`src/rtl/hc_sr_pkg.sv`:
```
// Shared definitions for the HC-SR04 sensor emulator: FSM state encoding,
// default timing constants, counter width and the jitter LFSR step function.
package hc_sr_pkg;

  // Width of every µs-domain counter (trig width, burst, echo length, holdoff).
  localparam int unsigned CntW = 16;

  // FSM state encoding.
  localparam logic [2:0] StIdle    = 3'd0;
  localparam logic [2:0] StTrigHi  = 3'd1;
  localparam logic [2:0] StBurst   = 3'd2;
  localparam logic [2:0] StEcho    = 3'd3;
  localparam logic [2:0] StHoldoff = 3'd4;

  // Default timing constants; the top-level parameters default to these.
  localparam int unsigned DefUsPerCm   = 58;
  localparam int unsigned DefMinTrigUs = 10;
  localparam int unsigned DefTimeoutUs = 38000;
  localparam int unsigned DefMaxCm     = 400;

  // Jitter LFSR: 16-bit Galois form, maximal-length taps.
  localparam logic [15:0] LfsrSeed = 16'hACE1;
  localparam logic [15:0] LfsrTaps = 16'hB400;

  function automatic logic [15:0] lfsr_step(input logic [15:0] v);
    return {1'b0, v[15:1]} ^ (v[0] ? LfsrTaps : 16'h0000);
  endfunction

endpackage

```
`src/rtl/hc_sr_us_tick.sv`:
```
// Microsecond tick generator: a free-running divider that raises a one-cycle
// enable every CLK_FREQ_MHZ clocks, so the rest of the design stays on Clk.
module hc_sr_us_tick #(
  parameter int unsigned CLK_FREQ_MHZ = 50
) (
  input  logic Clk,
  input  logic Rst_n,
  output logic tick
);

  localparam int unsigned W = (CLK_FREQ_MHZ > 1) ? $clog2(CLK_FREQ_MHZ) : 1;
  localparam logic [W-1:0] Last = W'(CLK_FREQ_MHZ - 1);
  localparam logic [W-1:0] One  = W'(1);

  logic [W-1:0] cnt_q, cnt_d;

  // Next divider value: count up, wrap after the last cycle of the µs.
  always_comb begin
    cnt_d = (cnt_q == Last) ? '0 : cnt_q + One;
  end

  // Divider register.
  always_ff @(posedge Clk) begin
    if (!Rst_n) begin
      cnt_q <= '0;
    end else begin
      cnt_q <= cnt_d;
    end
  end

  assign tick = (cnt_q == Last);

endmodule

```
`src/rtl/hc_sr_sensor_emu.sv`:
```
// HC-SR04 ultrasonic sensor emulator (responder side of trig/echo).
// Qualifies the host trig width, waits the emulated burst time, then drives
// echo high for a width proportional to the distance latched at qualification.
// Optional build macro: HC_SR_SENSOR_EMU_JITTER_EN adds LFSR-driven -4..+3 µs
// jitter to in-range echo lengths.
module hc_sr_sensor_emu
  import hc_sr_pkg::*;
#(
  parameter int unsigned CLK_FREQ_MHZ = 50,
  parameter int unsigned MIN_TRIG_US  = DefMinTrigUs,
  parameter int unsigned BURST_US     = 200,
  parameter int unsigned US_PER_CM    = DefUsPerCm,
  parameter int unsigned MAX_CM       = DefMaxCm,
  parameter int unsigned TIMEOUT_US   = DefTimeoutUs,
  parameter int unsigned HOLDOFF_US   = 1000
) (
  input  logic       Clk,
  input  logic       Rst_n,
  input  logic       trig,
  input  logic [8:0] dist_cm,
  output logic       echo,
  output logic       busy,
  output logic       short_trig,
  output logic       meas_done
);

  // All durations must fit the 16-bit counters; in-range lengths leave room
  // for the +3 jitter offset. Zero-length intervals are not representable.
  if (MIN_TRIG_US > 65535 || BURST_US > 65535 || TIMEOUT_US > 65535 ||
      HOLDOFF_US > 65535 || MAX_CM > 65535 || US_PER_CM > 65535 ||
      MAX_CM * US_PER_CM > 65532 || BURST_US < 1 || HOLDOFF_US < 1 ||
      TIMEOUT_US < 1 || US_PER_CM < 1 || CLK_FREQ_MHZ < 1) begin : g_param_chk
    $error("hc_sr_sensor_emu: duration parameter out of range");
  end

  localparam logic [CntW-1:0] One       = CntW'(1);
  localparam logic [CntW-1:0] MinTrig   = CntW'(MIN_TRIG_US);
  localparam logic [CntW-1:0] BurstLast = CntW'(BURST_US - 1);
  localparam logic [CntW-1:0] HoldLast  = CntW'(HOLDOFF_US - 1);
  localparam logic [CntW-1:0] Timeout   = CntW'(TIMEOUT_US);
  localparam logic [CntW-1:0] MaxCm     = CntW'(MAX_CM);

  logic            tick;
  logic            trig_s1_q, trig_s1_d;
  logic            trig_s2_q, trig_s2_d;
  logic            trig_p_q, trig_p_d;
  logic            trig_rise, trig_fall;
  logic [2:0]      state_q, state_d;
  logic [CntW-1:0] tmr_q, tmr_d;
  logic [CntW-1:0] len_q, len_d;
  logic [8:0]      dist_q, dist_d;
  logic            echo_q, echo_d;
  logic            short_q, short_d;
  logic            done_q, done_d;
  logic            in_range;
  logic [CntW-1:0] base_len;
  logic [CntW-1:0] range_len;
  logic [CntW-1:0] echo_len;

  hc_sr_us_tick #(
    .CLK_FREQ_MHZ(CLK_FREQ_MHZ)
  ) u_tick (
    .Clk  (Clk),
    .Rst_n(Rst_n),
    .tick (tick)
  );

  // Two-flop synchroniser plus a history flop for edge detection.
  always_comb begin
    trig_s1_d = trig;
    trig_s2_d = trig_s1_q;
    trig_p_d  = trig_s2_q;
  end

  assign trig_rise = trig_s2_q & ~trig_p_q;
  assign trig_fall = ~trig_s2_q & trig_p_q;

  // Echo length from the latched distance; out-of-range and zero map to timeout.
  always_comb begin
    in_range = (dist_q != 9'd0) && (CntW'(dist_q) <= MaxCm);
    base_len = CntW'(32'(dist_q) * US_PER_CM);
  end

`ifdef HC_SR_SENSOR_EMU_JITTER_EN
  logic [15:0]            lfsr_q, lfsr_d;
  logic signed [CntW+1:0] jit_sum;

  // Offset LFSR[2:0]-4 gives -4..+3; result clamped so echo is never empty.
  always_comb begin
    jit_sum = $signed({2'b00, base_len}) + $signed({{(CntW - 1){1'b0}}, lfsr_q[2:0]})
              - 18'sd4;
    if (jit_sum < 18'sd1) begin
      range_len = One;
    end else begin
      range_len = jit_sum[CntW-1:0];
    end
  end

  // LFSR advances once per measurement, on the cycle the echo length loads.
  always_comb begin
    lfsr_d = lfsr_q;
    if (state_q == StBurst && tick && tmr_q == BurstLast) begin
      lfsr_d = lfsr_step(lfsr_q);
    end
  end

  // Jitter LFSR register.
  always_ff @(posedge Clk) begin
    if (!Rst_n) begin
      lfsr_q <= LfsrSeed;
    end else begin
      lfsr_q <= lfsr_d;
    end
  end
`else
  // Exact echo length.
  always_comb begin
    range_len = base_len;
  end
`endif

  assign echo_len = in_range ? range_len : Timeout;

  // Measurement FSM: qualify trig, burst delay, echo, holdoff.
  always_comb begin
    state_d = state_q;
    tmr_d   = tmr_q;
    len_d   = len_q;
    dist_d  = dist_q;
    echo_d  = echo_q;
    short_d = 1'b0;
    done_d  = 1'b0;
    case (state_q)
      StIdle: begin
        // Only a fresh rise starts a measurement; a level held high is ignored.
        if (trig_rise) begin
          tmr_d   = '0;
          state_d = StTrigHi;
        end
      end
      StTrigHi: begin
        if (trig_fall) begin
          if (tmr_q >= MinTrig) begin
            dist_d  = dist_cm;
            tmr_d   = '0;
            state_d = StBurst;
          end else begin
            short_d = 1'b1;
            state_d = StIdle;
          end
        end else if (tick && tmr_q < MinTrig) begin
          tmr_d = tmr_q + One;
        end
      end
      StBurst: begin
        // Echo rises on a tick edge, so its width is a whole number of µs.
        if (tick) begin
          if (tmr_q == BurstLast) begin
            echo_d  = 1'b1;
            len_d   = echo_len;
            tmr_d   = '0;
            state_d = StEcho;
          end else begin
            tmr_d = tmr_q + One;
          end
        end
      end
      StEcho: begin
        if (tick) begin
          len_d = len_q - One;
          if (len_q == One) begin
            echo_d  = 1'b0;
            done_d  = 1'b1;
            tmr_d   = '0;
            state_d = StHoldoff;
          end
        end
      end
      StHoldoff: begin
        if (tick) begin
          if (tmr_q == HoldLast) begin
            tmr_d   = '0;
            state_d = StIdle;
          end else begin
            tmr_d = tmr_q + One;
          end
        end
      end
      default: begin
        echo_d  = 1'b0;
        tmr_d   = '0;
        state_d = StIdle;
      end
    endcase
  end

  // State, counters, synchroniser and output registers.
  always_ff @(posedge Clk) begin
    if (!Rst_n) begin
      trig_s1_q <= 1'b0;
      trig_s2_q <= 1'b0;
      trig_p_q  <= 1'b0;
      state_q   <= StIdle;
      tmr_q     <= '0;
      len_q     <= '0;
      dist_q    <= '0;
      echo_q    <= 1'b0;
      short_q   <= 1'b0;
      done_q    <= 1'b0;
    end else begin
      trig_s1_q <= trig_s1_d;
      trig_s2_q <= trig_s2_d;
      trig_p_q  <= trig_p_d;
      state_q   <= state_d;
      tmr_q     <= tmr_d;
      len_q     <= len_d;
      dist_q    <= dist_d;
      echo_q    <= echo_d;
      short_q   <= short_d;
      done_q    <= done_d;
    end
  end

  assign echo       = echo_q;
  assign busy       = (state_q != StIdle);
  assign short_trig = short_q;
  assign meas_done  = done_q;

endmodule

```
`config.mk`:
```
export PLATFORM = sky130hd
export DESIGN_NAME = hc_sr_sensor_emu
export DESIGN_NICKNAME = d
export VERILOG_FILES = /design/src/rtl/hc_sr_pkg.sv /design/src/rtl/hc_sr_us_tick.sv /design/src/rtl/hc_sr_sensor_emu.sv
export SDC_FILE = /design/constraint.sdc
export NUM_CORES = 1
export LEC_CHECK = 0
export ABC_AREA = 1
export CAP_MARGIN = 30
export CORE_MARGIN = 2
export CORE_UTILIZATION = 50
export DETAILED_ROUTE_END_ITERATION = 7
export PLACE_DENSITY = 0.67
export REMOVE_ABC_BUFFERS = 1
export SLEW_MARGIN = 20
export SYNTH_ARGS = -nofsm -noshare
export SYNTH_HDL_FRONTEND = slang
export SYNTH_HIERARCHICAL = 1
export SYNTH_SLANG_ARGS = --single-unit
export TNS_END_PERCENT = 30
```
`constraint.sdc`:
```
create_clock -name Clk -period 4.62 [get_ports Clk]
set_input_delay 0.693 -clock Clk [delete_from_list [all_inputs] [get_ports Clk]]
set_output_delay 0.693 -clock Clk [all_outputs]
set_load 0.03 [all_outputs]
```
After elaboration in Yosys (flattened, before gate mapping) --
Cells that the tools add are included.
Storage, ports and cells: word-level logic and storage cells 90, input bits 12, register bits 56
Cells by class: bitwise operators 6, add/sub/neg operators 3, equal/unequal tests 18, $mul 1, mux-type cells 33, magnitude comparators 3, reduce and logical (&&, ||, !) cells 15
Operators with widths (number):
- 2-to-1 mux 16 bit | 14
- case mux 16 bit (5 select lines) | 1
- case mux 16 bit (2 select lines) | 1
- 2-to-1 mux 3 bit | 8
- adder 16 x 1 -> 16 bit (second input constant) | 1
- equality test 16 x 1 -> 1 bit (second input constant) | 1
- equality test 16 x 10 -> 1 bit (second input constant) | 1
- equality test 16 x 8 -> 1 bit (second input constant) | 1
- >= comparator 16 x 4 -> 1 bit (second input constant) | 1
- < comparator 16 x 4 -> 1 bit (second input constant) | 1
- != test 2 bit (second input constant) | 8
- subtractor 16 x 1 -> 16 bit (second input constant) | 1
- case mux 3 bit (5 select lines) | 1
- multiplier 9 x 5 -> 14 bit (second input constant) | 1
- less-or-equal comparator 9 bit (second input constant) | 1
- AND reduction 3 bit | 3
- nonzero test 9 bit | 1
- AND reduction 8 bit | 1
- AND reduction 7 bit | 1
- adder 6 x 1 -> 6 bit (second input constant) | 1
- equality test 3 x 2 -> 1 bit (second input constant) | 2
- equality test 6 bit (second input constant) | 1
- 2-to-1 mux 1 bit | 6
- != test 3 bit (second input constant) | 2
- 14 further kinds | 19

Logic depth before layout (Yosys ltp) --
Gate-level depths: netlist (run 1).
depth after elaboration 6, mapped depth 17

Hierarchy --
Netlist (run 1), hierarchy kept.
By module, submodules not included:
- hc_sr_sensor_emu | times used 1, area each 4545.6 µm², cells each 693
- hc_sr_us_tick | times used 1, area each 290.3 µm², cells each 33

Worst setup path after synthesis (run 1) --
No wires, ideal clock.
path type register to register, from reg dist_q[6], to reg len_q[12], buffers on the path 0, cell stages (with the launch flop) 17, setup time 0.140 ns, path slack 1.509 ns, data required time 4.480 ns, arrival 2.971 ns, cell sequence dfxtp_1 > inv_1 > fa_1 > inv_1 > ha_1 > inv_1 > fa_1 > inv_1 > ha_1 > a21oi_1 > nor2_1 > nor2_1 > nand2_1 > nand2_1 > nand3_1 > nand3_1 > a21oi_1
On the way: word-level cells in the longest chain between the ends 6
RTL lines:
- start: declaration | line hc_sr_sensor_emu.sv:51 | logic [8:0] dist_q, dist_d;
- start signal: assignment | line hc_sr_sensor_emu.sv:217 | dist_q <= dist_d;
- parallel branches: the longest is 2 deep, another holds multiplier 9 x 5 -> 14 bit
- 2-to-1 mux 16 bit * | line hc_sr_sensor_emu.sv:122 | assign echo_len = in_range ? range_len : Timeout;
- 2-to-1 mux 16 bit * | line hc_sr_sensor_emu.sv:158 | if (tmr_q == BurstLast) begin
- 2-to-1 mux 16 bit * | line hc_sr_sensor_emu.sv:157 | if (tick) begin
- case mux 16 bit (2 select lines) * | line hc_sr_sensor_emu.sv:133 | case (state_q)
- end signal: assignment | line hc_sr_sensor_emu.sv:216 | len_q <= len_d;
- end: declaration | line hc_sr_sensor_emu.sv:50 | logic [CntW-1:0] len_q, len_d;
Every way passes the cells marked *. The select of a mux whose other input is x is not followed. A chain may end at the register's enable or synchronous reset.

Worst setup path after layout (run 1) --
from reg dist_q[5], to reg len_q[13]
The elaborated chain is that of the path after synthesis.

==> results.py, run 1 <==
metrics = {
    "run_status": {
        "status": "finished clean",
    },
    "route": {
        "vias": 4602,
        "drt_iter0_drc": 333,
        "vias_per_cell": 5.33,
        "wirelength_um": 11300,
        "ant_nets": 0,
        "drt-pass1-iter-count": 5,
        "drc": 0,
        "wl_per_cell_um": 13.0,
    },
    "critical_path": {
        "path_buf_inv": 4,
        "max_stage_delay_ns": 0.52,
        "reg2reg_depth": 15,
        "critical_path_arrival_ns": 3.63,
        "cp_common_cell": "inv_1",
        "rr_endpoint": "len_q[13]$_SDFFE_PN0P_",
        "timing_worst_setup_path_type": "flop to flop",
        "end_kind": "flop",
        "cp_top_family": "adder cells",
        "worstReg2RegStart": "dist_q[5]$_SDFFE_PN0P_",
        "path_cells": "inv_1 > fa_1 > inv_1 > ha_1 > inv_1 > fa_1 > inv_1 > ha_1 > nand2_1 > nand2_1 > o21ai_0 > nand3_1 > nand2_1 > nand3_1 > a21oi_1",
        "rrSetupSlack_ns": 1.25,
        "cp.required_ns": 4.88,
        "crit_path_start_kind": "flop",
        "slowest_stage": "fa_1",
        "cp_max_fo": 7,
    },
    "floorplanning": {
        "rows": 35,
        "die_x_um": 102,
        "coreArea_um2": 9330,
        "die_h_um": 102,
        "io_pins": 16,
        "initial_utilization": 0.518,
        "die_area_um2": 10500,
    },
    "clock_network": {
        "cts.clk_slew.worst_paths_ns": 0.11,
        "holdBufCountCts": 0,
        "cts_resized": 0,
        "cts_buffers": 5,
        "clk_latency_ns": 0.32,
        "clockBufferDepth": 2,
        "cts-root-buf": "clkbuf_8",
        "htreeDepth": 2,
        "cts.sinks": 56,
        "tritoncts": "yes",
        "post_cts_buffers": 0,
    },
    "sta": {
        "worst_pin_slew_ns": 0.771,
        "rsz0062_at_grt": "no",
        "min_period_over_period": 0.729,
        "slew_violations": 0,
        "worst_clock_skew_ns": 0.00934,
        "setup_viol": 0,
        "setup_tns_ns": 0,
        "maxSlewHeadroom": 0.484,
        "max_freq_mhz": 297,
        "whs_ns": 0.424,
        "timing.final.ws_setup_ns": 1.25,
        "post-route-min-period_ns": 3.37,
        "hold_viol_final": 0,
    },
    "power_and_ir_drop": {
        "powerDensity_nw_per_um2": 234,
        "ir_drop_v": 0.000235,
        "pwr-share-seq": 0.431,
        "pwr-share-clk": 0.282,
        "pwr-share-comb": 0.287,
        "power.share.switching": 0.375,
        "p_int_mw": 0.761,
        "p_switching_mw": 0.456,
        "p_leak_nw": 2.42,
    },
    "grt": {
        "met1_usage": 0.347,
        "grt_start_max_net_pins": 27,
        "antenna_found_initial": 0,
        "first_global_vias": 4148,
        "grt.busiest_layer": "met2",
        "gr-total-overflow": 0,
        "met2_usage": 0.353,
        "use_met3": 0.0287,
        "grt.total_usage": 0.231,
        "grt_pass1_wl_um": 19600,
    },
    "layout": {
        "final_common_cell": "nand2_1",
        "drive_above_1_share": 0.0748,
        "layoutNonFillerInstCount": 864,
        "final_cell_mix": "158 x nand2_1, 96 x inv_1, 77 x nand3_1",
        "antenna_cells": 0,
        "area_growth_pct": 7.74,
        "final_area_um2": 5210,
        "final_nets": 801,
    },
    "placed_design": {
        "pre_cts_ws_ns": 1.24,
        "placed_area_um2": 5090,
        "gp_congestion": 0.938,
        "placed_cells": 855,
        "hpwl_um": 8660,
        "portBuffers": 15,
    },
    "synthesis": {
        "yosys-top-cells-area": "dfxtp_1 23%, nand2_1 12%, ha_1 11%",
        "synth_top_area_frac": 0.232,
        "yosys.area.top_type": "dfxtp_1",
        "async_flop_share": 0,
        "synth-seq-area-share": 0.232,
        "ys.flop_type": "dfxtp_1",
        "yosysWarnings": 6,
        "syn_inst": 726,
        "synthesis.area_um2": 4840,
        "synth-seq-cells": 56,
        "synth_enable_flop_cells": 0,
        "syn_avg_cell_area_um2": 6.66,
        "ys_types": 38,
    },
    "min_path": {
        "whs_path_depth": 2,
        "min_path_type": "flop to flop",
        "holdPathEnd": "trig_p_d$_SDFF_PN0_",
        "hold_start": "trig_s1_q$_SDFF_PN0_",
    },
    "run": {
        "maxCapViolCount": 0,
    },
}
-- power by group through the flow --
stage / registers [mW] / logic [mW] / clock network, mW
6_report: 0.525 / 0.350 / 0.343
3_3_place_gp: 0.533 / 0.340 / 0
2_1_floorplan: 0.533 / 0.235 / 0
3_5_place_dp: 0.535 / 0.345 / 0
4_1_cts: 0.524 / 0.347 / 0.352
5_1_grt: 0.529 / 0.384 / 0.366
-- cell families (layout without fill, tap and decap cells) --
kind of cell / Yosys count / in the layout / synth area share
DFF: 56 / 56 / 0.232
xor gates and xnor gates: 14 / 14 / 0.0254
adders and majority gates: 55 / 55 / 0.162
buffers and inverters: 122 / 131 / 0.103
and+or+nand+nor: 364 / 364 / 0.342
AOI/OAI and AO/OA: 115 / 115 / 0.136
-- per-stage QoR --
stage	util	total power [mW]
2_1_floorplan	-	0.768
3_3_place_gp	0.542	0.873
3_5_place_dp	0.545	0.880
4_1_cts	0.558	1.22
5_1_grt	0.559	1.28
6_report	0.559	1.22
-- synthesized netlist by cell type, types with 2 or more instances --
cell      count
buf_6         4
a21oi_2       8
xor2_1        9
and2_1        2
ha_1         42
nand4_1      16
inv_1        96
o21ai_0      33
dfxtp_1      56
xnor2_1       5
nand2_2       5
nor2_4        3
buf_2         6
fa_1         13
clkbuf_1      6
o21ai_1       4
nand3_1      77
nand3_2       5
o21bai_1      4
nor2_1       72
nand2_4       3
a21oi_1      52
nand2_1     158
nor2_2        7
or2_0         2
nor4_1        3
nor3_1        8
nor3_2        2
o211ai_1      8
inv_2         8
o31ai_1       2
-- how the worst max path moves through the flow --
stage	startpoint	endpoint	cells past startpoint
floorplan	dist_q[6]$_SDFFE_PN0P_	len_q[12]$_SDFFE_PN0P_	16
global placement	dist_q[6]$_SDFFE_PN0P_	len_q[12]$_SDFFE_PN0P_	16
detailed placement	dist_q[6]$_SDFFE_PN0P_	len_q[14]$_SDFFE_PN0P_	15
CTS	dist_q[6]$_SDFFE_PN0P_	len_q[14]$_SDFFE_PN0P_	15
global route	dist_q[6]$_SDFFE_PN0P_	len_q[14]$_SDFFE_PN0P_	15
finish	dist_q[5]$_SDFFE_PN0P_	len_q[13]$_SDFFE_PN0P_	15
-- cell type report --
type / instances / area, um^2
clock buffer: 5 / 68.8
clock inverter: 3 / 46.3
fill: 919 / 4120
inverter: 105 / 395
multi-input combinational: 548 / 3220
sequential: 56 / 1120
tap: 129 / 161
timing repair buffer: 18 / 193
-- routing by layer --
metal	share of wire	vias to the layer above	wire (um)
met5	0	-	0
met4	0.011	0	123
met3	0.050	12	562
met2	0.44	115	4920
met1	0.50	2092	5650
li1	-	2383	-
-- flip-flops by register name, indices dropped and copies added, names as in the netlist --
name          count
dist_q            9
short_trig        1
tmr_q            16
trig_p_d          1
meas_done         1
u_tick/cnt_q      6
echo              1
state_q           3
trig_s1_q         1
trig_p_q          1
len_q            16
-- tightest hold or removal path: stages (launching register included) --
cell and delay, ns:
dfxtp_1 0.31, nand2_1 0.05, inv_1 0.03
(Power assumes the default switching activity.)
==> run 2: changes to the inputs <==
- PLACE_DENSITY: 0.67 -> 0.7
- clock period: 4.62 -> 3 ns (I/O delays scaled with it)
==> run 2 against run 1 <==
Net effect:
- the run now ends with setup timing left
- critical path depth down 2
- setup slack worse by 1.3 ns
- register-to-register slack worse by 1.3 ns
- clock power up 35%
- core utilization is 2.9 points higher
- non-clock buffer count up 23
- sequential power increased by 54%
- global-route usage up 1.5 points
- final area is 5.2% higher
- die area unchanged
- sequential share of layout area fell by 0.98 points
- critical path type unchanged
==> results.py, run 2 (synthesis gave the netlist of run 1 again) <==
metrics = {
    "run_status": {
        "status": "finished with violations",
        "violations": "setup timing",
    },
    "placed_design": {
        "gp_congestion": 0.920,
        "portBuffers": 15,
        "hpwl_um": 8930,
    },
    "power_and_ir_drop": {
        "ir_drop_v": 0.000413,
        "powerDensity_nw_per_um2": 331,
        "p_leak_nw": 2.51,
        "power_mw": 1.81,
    },
    "clock_network": {
        "cts.sinks": 56,
        "clockBufferDepth": 2,
        "htreeDepth": 2,
        "tritoncts": "yes",
        "cts_buffers": 5,
        "cts-root-buf": "clkbuf_8",
        "cts.clk_slew.worst_paths_ns": 0.12,
        "holdBufCountCts": 0,
        "clk_latency_ns": 0.32,
    },
    "grt": {
        "met1_usage": 0.345,
        "use_met3": 0.0274,
        "antenna_found_initial": 0,
        "met2_usage": 0.407,
        "grt_pass1_wl_um": 20800,
        "gr-total-overflow": 0,
        "grt.total_usage": 0.246,
        "first_global_vias": 4536,
        "grt_start_max_net_pins": 27,
        "grt.busiest_layer": "met2",
    },
    "sta": {
        "setup_viol": 1,
        "worst_pin_slew_ns": 0.837,
        "timing.final.ws_setup_ns": -0.0491,
        "min_period_over_period": 1.02,
        "slew_violations": 0,
        "maxSlewHeadroom": 0.441,
        "hold_viol_final": 0,
        "worst_clock_skew_ns": 0.0150,
        "max_freq_mhz": 328,
        "rsz0062_at_grt": "yes",
        "post-route-min-period_ns": 3.05,
        "whs_ns": 0.423,
    },
    "floorplanning": {
        "io_pins": 16,
        "coreArea_um2": 9330,
        "die_area_um2": 10500,
        "die_h_um": 102,
        "rows": 35,
        "die_x_um": 102,
        "initial_utilization": 0.518,
    },
    "layout": {
        "reg_top3": "len_q x16, tmr_q x16, dist_q x9",
        "fin_util": 0.588,
        "antenna_cells": 0,
        "final_cell_mix": "152 x nand2_1, 86 x inv_1, 75 x nand3_1",
        "final_common_cell": "nand2_1",
        "area_growth_pct": 13.4,
        "final_nets": 824,
        "drive_above_1_share": 0.149,
    },
    "critical_path": {
        "critical_path_arrival_ns": 3.31,
        "max_stage_delay_ns": 0.50,
        "path_cells": "buf_4 > fa_1 > ha_4 > fa_1 > ha_4 > buf_6 > nand3_2 > nand2_2 > nand4_1 > nand3_2 > nand2_1 > or2_1 > a21oi_2",
        "cp.required_ns": 3.26,
        "end_kind": "flop",
        "reg2reg_depth": 13,
        "setup.worst_path.start": "dist_q[2]$_SDFFE_PN0P_",
        "cp_top_family": "adder cells",
        "cp_max_fo": 5,
        "crit_path_start_kind": "flop",
        "rrSetupSlack_ns": -0.05,
        "path_buf_inv": 2,
        "crit_end": "len_q[11]$_SDFFE_PN0P_",
        "worstReg2RegStart": "dist_q[2]$_SDFFE_PN0P_",
        "slowest_stage": "fa_1",
        "cp.depth": 13,
        "timing_worst_setup_path_type": "flop to flop",
        "rr_endpoint": "len_q[11]$_SDFFE_PN0P_",
    },
    "route": {
        "ant_nets": 0,
        "vias_per_cell": 5.35,
        "drt_iter0_drc": 293,
        "wirelength_um": 12400,
        "wl_per_cell_um": 13.9,
        "drc": 0,
        "vias": 4747,
        "drt-pass1-iter-count": 7,
    },
    "run": {
        "maxCapViolCount": 0,
    },
    "min_path": {
        "min_path_type": "flop to flop",
    },
}
## run 2: repair_timing
action,4_1_cts,5_1_grt
buffers inserted,0,2
pin swaps,3,17
gates resized for setup,17,27
cloned,0,0
endpoints found under the setup margin,7,8
## run 2: final cells by class
cell class              count  area [um^2]
clock buffers               5         68.8
clock inverters             3         27.5
fillers                   895         3840
inverters                 105          403
multi-input cells         548         3350
flip-flops and latches     56         1130
well taps                 129          161
repair buffers             41          349
## run 2: worst register-to-register path, cell delays in order (launching register included)
cell	delay, ns
dfxtp_2	0.35
buf_4	0.14
fa_1	0.47
ha_4	0.26
fa_1	0.50
ha_4	0.31
buf_6	0.11
nand3_2	0.06
nand2_2	0.09
nand4_1	0.16
nand3_2	0.12
nand2_1	0.06
or2_1	0.25
a21oi_2	0.11
## run 2: worst min path at each step
stage | startpoint | end | slack [ns] | cells after the start
after floorplan | trig_s1_q$_SDFF_PN0_ | trig_p_d$_SDFF_PN0_ | 0.39 | 2
after global placement | trig_s1_q$_SDFF_PN0_ | trig_p_d$_SDFF_PN0_ | 0.40 | 2
after detailed placement | trig_s1_q$_SDFF_PN0_ | trig_p_d$_SDFF_PN0_ | 0.42 | 2
after CTS | trig_s1_q$_SDFF_PN0_ | trig_p_d$_SDFF_PN0_ | 0.43 | 2
after global routing | trig_s1_q$_SDFF_PN0_ | trig_p_d$_SDFF_PN0_ | 0.42 | 2
final | trig_s1_q$_SDFF_PN0_ | trig_p_d$_SDFF_PN0_ | 0.42 | 2
## run 2: power by group
part,switching (mW),internal [mW],total [mW]
clock network,0.292,0.173,0.464
registers,0.0367,0.770,0.807
logic,0.392,0.149,0.541
## run 2: layer usage
metal  vias to the layer above  part of all wire
li1                       2425                 -
met1                      2169              0.49
met2                       139              0.46
met3                        14             0.036
met4                         0             0.014
met5                         -                 0
## run 2: stage by stage
step	TNS (ns)	worst slack [ns]	std cells	instance area (um^2)
5_1_grt	-0.810	-0.169	887	5480
3_5_place_dp	-0.641	-0.120	877	5230
2_1_floorplan	-0.463	-0.152	709	4730
4_1_cts	0	0.00851	885	5390
6_report	-0.0491	-0.0491	887	5480
3_3_place_gp	-0.305	-0.0582	877	5230
==> run 3: changes to the inputs <==
- CELL_PAD_IN_SITES_DETAIL_PLACEMENT: unset -> 0
- CELL_PAD_IN_SITES_GLOBAL_PLACEMENT: unset -> 1
- CORE_UTILIZATION: 50 -> 41
- PLACE_DENSITY: 0.7 -> unset
- PLACE_DENSITY_LB_ADDON: unset -> 0.1
==> run 3 against run 2 <==
Net effect:
- highest routed layer unchanged
- via count fell by 0.38%
- power rose by 11%
- clock skew fell by 0.0073 ns
- non-clock buffer count fell by 2
- the flow still finishes with violations (setup timing)
- register-to-register slack improved by 0.03 ns
- critical path depth rose by 1
- hold slack improved by 0.0073 ns
- clock power rose by 40%
- final area rose by 2.0%
- die area rose by 21%
- global-route usage fell by 3.7 points
- flip-flop and latch count did not move
==> results.py, run 3 (synthesis gave the netlist of run 1 again) <==
metrics = {
    "floorplanning": {
        "rows": 39,
        "io_pins": 16,
        "die_h_um": 113,
        "coreArea_um2": 11500,
        "die_x_um": 113,
        "die_area_um2": 12700,
        "initial_utilization": 0.422,
    },
    "min_path": {
        "whs_path_depth": 2,
        "min_path_type": "flop to flop",
    },
    "critical_path": {
        "timing_worst_setup_path_type": "flop to flop",
        "reg2reg_depth": 14,
        "cp.required_ns": 3.25,
        "cp_max_fo": 5,
        "critical_path_arrival_ns": 3.26,
        "end_kind": "flop",
        "crit_path_start_kind": "flop",
    },
    "sta": {
        "maxSlewHeadroom": 0.404,
        "timing.final.ws_setup_ns": -0.0146,
        "slew_violations": 0,
        "max_freq_mhz": 332,
        "setup_viol": 1,
        "worst_pin_slew_ns": 0.890,
        "min_period_over_period": 1.00,
        "hold_viol_final": 0,
        "worst_clock_skew_ns": 0.00771,
        "rsz0062_at_grt": "yes",
        "post-route-min-period_ns": 3.01,
    },
    "layout": {
        "final_common_cell": "nand2_1",
        "reg_top3": "len_q x16, tmr_q x16, dist_q x9",
        "final_cell_mix": "150 x nand2_1, 91 x inv_1, 73 x nand3_1",
        "drive_above_1_share": 0.156,
        "area_growth_pct": 15.6,
        "antenna_cells": 0,
        "final_nets": 822,
    },
    "power_and_ir_drop": {
        "ir_drop_v": 0.000333,
        "p_leak_nw": 2.53,
        "powerDensity_nw_per_um2": 360,
        "power_mw": 2.02,
    },
    "route": {
        "drc": 0,
        "drt-pass1-iter-count": 5,
        "vias": 4729,
        "wl_per_cell_um": 14.4,
        "vias_per_cell": 5.26,
        "ant_nets": 0,
        "wirelength_um": 13000,
        "drt_iter0_drc": 321,
    },
    "grt": {
        "grt_start_max_net_pins": 27,
        "antenna_found_initial": 0,
        "grt.total_usage": 0.209,
        "first_global_vias": 4380,
        "grt_pass1_wl_um": 21700,
        "gr-total-overflow": 0,
    },
    "clock_network": {
        "cts.sinks": 56,
        "tritoncts": "yes",
        "clk_latency_ns": 0.31,
        "cts_buffers": 5,
        "holdBufCountCts": 0,
        "cts.clk_slew.worst_paths_ns": 0.08,
        "cts-root-buf": "clkbuf_16",
        "htreeDepth": 2,
        "clockBufferDepth": 2,
    },
    "placed_design": {
        "hpwl_um": 9300,
        "portBuffers": 15,
        "pre_cts_ws_ns": -0.182,
        "gp_congestion": 0.875,
    },
    "run_status": {
        "status": "finished with violations",
        "violations": "setup timing",
    },
    "run": {
        "maxCapViolCount": 0,
    },
}
[run 3: cell types whose count changed in the layout (fill, tap and decap cells not counted), moves of 3 or more]
cell / delta
clkbuf_16: +5
nor2_2: +4
inv_2: -4
nor2_1: -4
inv_1: +5
buf_4: -3
clkbuf_8: -5
[run 3: final timing paths]
check	slack [ns]	start	endpoint
worst min-delay path	0.43	trig_s1_q$_SDFF_PN0_	trig_p_d$_SDFF_PN0_
worst max-delay path	-0.01	dist_q[3]$_SDFFE_PN0P_	len_q[11]$_SDFFE_PN0P_
worst max register to register	-0.01	dist_q[3]$_SDFFE_PN0P_	len_q[11]$_SDFFE_PN0P_
worst min register to register	0.43	trig_s1_q$_SDFF_PN0_	trig_p_d$_SDFF_PN0_
[run 3: power breakdown]
part / internal (mW) / leakage (nW) / switching, mW
logic: 0.150 / 2.00 / 0.410
registers: 0.770 / 0.455 / 0.0358
clock network: 0.319 / 0.0719 / 0.330
total: 1.24 / 2.53 / 0.776
[run 3: cell type report]
class | instances | area, um^2
sequential | 56 | 1130
inverter | 105 | 400
fill | 1160 | 5880
multi-input combinational | 548 | 3390
clock buffer | 5 | 125
timing repair buffer | 39 | 338
clock inverter | 3 | 27.5
tap | 143 | 179
[run 3: what timing repair did]
| action | 4_1_cts | 5_1_grt |
|---|---|---|
| endpoints found under the setup margin | 8 | 8 |
| setup buffers | 0 | 1 |
| pin swaps | 4 | 28 |
| cloned | 0 | 0 |
| gates resized for setup | 15 | 39 |
| hold endpoints to repair | 0 | 0 |
[run 3: routing by layer]
layer / track usage / wire, um / vias to the layer above
met3: 0.0351 / 615 / 20
met4: 0.0488 / 220 / 0
met2: 0.313 / 5490 / 138
met5: 0 / 0 / -
li1: - / - / 2421
met1: 0.312 / 6650 / 2150
[run 3: worst max-delay path, cell delays in order (launching register included)]
cell,delay (ns)
dfxtp_2,0.36
inv_4,0.06
fa_1,0.54
inv_2,0.05
ha_4,0.23
fa_1,0.52
ha_4,0.31
buf_6,0.12
nand3_2,0.07
nand2_2,0.09
nand4_1,0.10
nand3_1,0.09
nand2_1,0.04
or2_1,0.25
a21oi_1,0.11
[run 3: metrics by stage]
step	hold WS [ns]	cells	util	area [um^2]	setup TNS [ns]
floorplan	0.390	709	-	4730	-0.463
global placement	0.413	890	0.457	5240	-0.491
detailed placement	0.419	890	0.457	5240	-0.811
CTS	0.438	898	0.476	5460	0
global route	0.468	899	0.488	5590	-0.672
finish	0.430	899	0.488	5590	-0.0146
